--- src/rtl/arith_serial_ctrl.sv ---
// Bit-serial sequencer for a shared 1-bit arithmetic slice: steps WIDTH-bit
// operands LSB-first through the slice and assembles result, carry and overflow.
module arith_serial_ctrl #(
    parameter int WIDTH = 4
) (
    input  logic             clk,
    input  logic             rst,
    input  logic             start,
    input  logic [1:0]       op,
    input  logic [WIDTH-1:0] a,
    input  logic [WIDTH-1:0] b,
    input  logic             cin_init,
    output logic             busy,
    output logic             done,
    output logic [WIDTH-1:0] result,
    output logic             cout,
    output logic             ovf,
    output logic             au_s1,
    output logic             au_s0,
    output logic             au_a,
    output logic             au_b,
    output logic             au_cin,
    input  logic             au_f,
    input  logic             au_cout
);

    localparam int CW = (WIDTH > 2) ? $clog2(WIDTH) : 1;
    localparam logic [CW-1:0] LAST = CW'(WIDTH - 1);

    typedef enum logic [1:0] {IDLE, RUN, DONE} state_t;

    state_t           state, state_next;
    logic [WIDTH-1:0] a_sr, b_sr;
    logic [WIDTH-2:0] res_sr;
    logic [WIDTH-1:0] res_shift;
    logic [1:0]       op_q;
    logic             carry;
    logic [CW-1:0]    cnt;
    logic             accept, transfer, ins_bit, carry_next;

    assign accept     = start && (state != RUN);
    assign transfer   = (op_q == 2'b00);
    // Transfer bypasses the slice entirely and keeps the carry chain at zero
    assign ins_bit    = transfer ? a_sr[0] : au_f;
    assign carry_next = transfer ? 1'b0 : au_cout;
    assign res_shift  = {ins_bit, res_sr};

    always_comb begin
        state_next = state;
        busy       = 1'b0;
        done       = 1'b0;
        au_s1      = 1'b0;
        au_s0      = 1'b0;
        au_a       = 1'b0;
        au_b       = 1'b0;
        au_cin     = 1'b0;
        case (state)
            IDLE: begin
                if (start) state_next = RUN;
            end
            RUN: begin
                busy   = 1'b1;
                au_s1  = op_q[1];
                au_s0  = op_q[0];
                au_a   = a_sr[0];
                au_b   = b_sr[0];
                au_cin = carry;
                if (cnt == LAST) state_next = DONE;
            end
            DONE: begin
                done       = 1'b1;
                state_next = start ? RUN : IDLE;
            end
            default: state_next = IDLE;
        endcase
    end

    always_ff @(posedge clk) begin
        if (rst) begin
            state  <= IDLE;
            a_sr   <= '0;
            b_sr   <= '0;
            res_sr <= '0;
            op_q   <= 2'b00;
            carry  <= 1'b0;
            cnt    <= '0;
            result <= '0;
            cout   <= 1'b0;
            ovf    <= 1'b0;
        end else begin
            state <= state_next;
            if (accept) begin
                a_sr   <= a;
                b_sr   <= b;
                res_sr <= '0;
                op_q   <= op;
                carry  <= (op == 2'b00) ? 1'b0 : cin_init;
                cnt    <= '0;
            end else if (state == RUN) begin
                a_sr   <= a_sr >> 1;
                b_sr   <= b_sr >> 1;
                res_sr <= res_shift[WIDTH-1:1];
                carry  <= carry_next;
                cnt    <= cnt + CW'(1);
                // On the last bit, carry still holds the carry into the MSB
                if (cnt == LAST) begin
                    result <= res_shift;
                    cout   <= carry_next;
                    ovf    <= transfer ? 1'b0 : (carry ^ carry_next);
                end
            end
        end
    end

endmodule

--- config.mk ---
export PLATFORM = sky130hd
export DESIGN_NAME = arith_serial_ctrl
export DESIGN_NICKNAME = d
export VERILOG_FILES = /design/src/rtl/arith_serial_ctrl.sv
export SDC_FILE = /design/constraint.sdc
export NUM_CORES = 1
export LEC_CHECK = 0
export BUFFER_PORTS_ARGS = -buffer_cell sky130_fd_sc_hd__buf_4
export CAP_MARGIN = 10
export CELL_PAD_IN_SITES_DETAIL_PLACEMENT = 1
export CELL_PAD_IN_SITES_GLOBAL_PLACEMENT = 1
export CORE_ASPECT_RATIO = 0.8
export CORE_MARGIN = 2
export CORE_UTILIZATION = 33
export DETAILED_ROUTE_END_ITERATION = 12
export GPL_ROUTABILITY_DRIVEN = 0
export HOLD_SLACK_MARGIN = 0.12
export PLACE_DENSITY = 0.81
export SKIP_LAST_GASP = 1
export SLEW_MARGIN = 30
export SYNTH_ARGS = -nofsm -noshare
export SYNTH_HDL_FRONTEND = slang
export SYNTH_SLANG_ARGS = --single-unit
--- constraint.sdc ---
create_clock -name clk -period 1.3 [get_ports clk]
set_input_delay 0.13 -clock clk [delete_from_list [all_inputs] [get_ports clk]]
set_output_delay 0.13 -clock clk [all_outputs]
set_load 0.005 [all_outputs]
==> summary.md <==
| Metric | Value |
|---|---|
| Clock buffer depth | 2 |
| Hold worst-path end | op_q[1] |
| Fin crit share | between 90% and 100% |
| Max transition margin | just over 80% |
| CTS root buf | clkbuf_8 |
| Final total power | about 0.0015 W |
| Multi-input logic area | about 520 um^2 |
| CTS tree | done |
| Final WL | 2.77 mm |
| DRC Markers | 0 |
| Fillers | between 300 and 400 |
| RSZ-0062 raised after global routing | true |
| Setup CP Type | flip-flop to flip-flop |
| Port-buffer cells | 28 |
| Total global routing track utilization | approximately 15% |
| Core area | a little over 0.003 mm^2 |
| RR Endpoint | result[3] |
| Chip width | around 67 um |
| Area growth from synthesis to layout | 33.1% |
| Num Clock Sinks | 24 |
| Final hold slack | between 0.1 and 0.15 ns |
| Hold depth | 3 |
| Initial DRC Count | 8 |
| Worst-path fanout max | 8 |
| DRT Pass-1 Iters | 3 |
| Cell area power density | 1100 mW/mm^2 |
| Detailed Place HPWL | approximately 1.8 mm |
| Placed insts | 177 |
| Register area share after synthesis | around 46% |
| Worst vdd ir | around 0.00041 V |
| Commonest non-fill, non-tap cell in the layout | buf_4 |
| Setup violations, final | 0 |
| Via density | 5.03 |
| Vias in the first global route | roughly 900 |
| Setup Skew | 0.00577 ns |
| Row cnt | 18 |
| Clock latency on the worst-skew pair | ~0.27 ns |
| Starting Density | approximately 34% |
| Worst Path Required | 1.49 ns |
| Syn Area/Cell | between 9 and 10 um^2 |
| Sequential Area | 484 um^2 |
| H-tree levels | 1 |
| Overflow after GRT | 0 |
| Die H | about 55 um |
| WP data arrival | 1.47 ns |
| Initial antenna violation count | 0 |
| Mean routed wirelength per cell | about 15 um |
| Clk slew on worst S/H paths | approximately 0.080 ns |
| Syn nets | roughly 130 |
| Yosys reg bits | 24 |
| Setup crit start kind | flip-flop |
| Setup crit end kind | flip-flop |
| Worst-Margin Slew | between 0.2 and 0.3 ns |
| Fin area | 0.00140 mm^2 |
| Cells after synthesis | 114 |
| CTS Buf Count | 3 |
| Setup slack, reg-to-reg | 0.01 ns |
| Crit Reg-Reg Startpoint | state[1] |
| Die area | 0.00366 mm^2 |
| Placed cell areas | ~0.0013 mm^2 |
| Fin cells | between 150 and 200 |
| Distinct cell type count after synthesis | 30 |
| Status | finished, final reports clean |
| Fmax | slightly below 0.8 GHz |
| Fin nets | 164 |
| # IOs | 29 |
| Post-Syn Area | 0.00105 mm^2 |
| Largest net degree at the start of global routing | 26 |
| Ys Warns | 0 |
| Fin. Hold Viols | 0 |
| Worst Hold Launch | op[1] |
| DR vias | around 940 |
| Final slew viol count | 0 |
| Worst reg2reg path depth | 5 |
| Commonest cells after routing, fill and taps aside | buf_4 (36), dfxtp_1 (21), a21oi_1 (11) |
| Leakage power | 0.611 nW |
| HP Class | input port to flip-flop |
| Layout cell share with drive strength beyond 1 | 37.0% |
| Routed Antenna Nets | 0 |
| ANT cells | 0 |
| # Max-Cap Violations | 0 |
| First-pass GRT wire length | 4.00 mm |
| Tmin final | about 1.3 ns |
[worst max-delay path: stages, from the launching register on]
cell and delay [ns]:
dfxtp_2 0.35, nand2b_4 0.16, clkinvlp_4 0.14, buf_4 0.17, buf_4 0.16, a311oi_2 0.22
[where the power goes]
group / internal (W) / switching, W / total [W]
combinational: 0.000111 / 0.000118 / 0.000230
clock: 0.000271 / 0.000237 / 0.000508
sequential: 0.000772 / 0.0000264 / 0.000798
[area by class of cell]
cell class,count,share of cell area [%]
flip-flops and latches,24,34.6
inverters,2,0.715
clock buffers,4,3.93
well taps,40,3.57
multi-input cells,79,37.4
repair inverters,1,0.536
repair buffers,36,19.3
[synth_stat cells (all sizes together)]
library cell | instances | area share (%)
or3 | 1 | 1.1
a211oi | 7 | 5.0
clkbuf | 3 | 1.1
o21ai | 2 | 0.95
nor2 | 10 | 3.6
o31ai | 1 | 0.71
buf | 6 | 3.9
and2 | 5 | 3.0
inv | 2 | 0.71
a311oi | 1 | 1.4
ha | 1 | 1.2
and2b | 1 | 0.83
o22a | 1 | 0.83
xnor2 | 1 | 0.83
o211ai | 1 | 0.71
nand4b | 1 | 0.83
nand3b | 1 | 1.9
o21a | 1 | 0.71
mux2i | 9 | 8.6
nand2b | 2 | 1.4
a21oi | 13 | 6.5
nand2 | 8 | 2.9
nand3 | 10 | 4.8
dfxtp | 24 | 46
nor3 | 2 | 0.95
[sequential cells by signal, indices dropped and copies added (netlist names)]
name	count
a_sr	4
carry	1
cout	1
res_sr	3
op_q	2
cnt	2
state	2
ovf	1
result	4
b_sr	4
[logic make-up (layout without fill, tap and decap cells)]
logic type / Yosys count / after routing / synth area share [%]
compound gates: 27 / 27 / 16.9
xor+xnor: 1 / 1 / 0.832
fa+ha+maj: 1 / 1 / 1.19
buf+inv: 11 / 43 / 5.71
flops: 24 / 24 / 45.7
mux: 9 / 9 / 8.56
simple gates: 41 / 41 / 21.2
[metal layers]
layer	share of wire, %	vias up	global-route usage, %
li1	-	461	-
met1	42	455	16.7
met2	53	15	27.9
met3	2.8	5	2.47
met4	1.7	0	6.12
met5	0	-	0
[worst max path at each step]
stage	from	end	depth (start not counted)
after floorplan	cnt[0]	ovf	5
after global placement	cnt[0]	ovf	4
after detailed placement	cnt[0]	ovf	4
after CTS	state[1]	au_s1	4
after global routing	state[1]	result[3]	5
final	state[1]	result[3]	5
[metrics by stage]
step	setup slack [ns]	setup TNS [ns]	utilization [%]
floorplan	0.0180	0	-
global placement	0.108	0	42.1
detailed placement	0.0588	0	42.1
CTS	0.0125	0	44.8
global route	-0.0264	-0.0334	45.7
finish	0.0147	0	45.7
[repair_timing]
action	in CTS	in global routing
resized for setup	2	5
setup buffers	3	1
hold buffers	0	0
endpoints found under the setup margin	5	7
cloned	0	1
(Power assumes the default switching activity.)
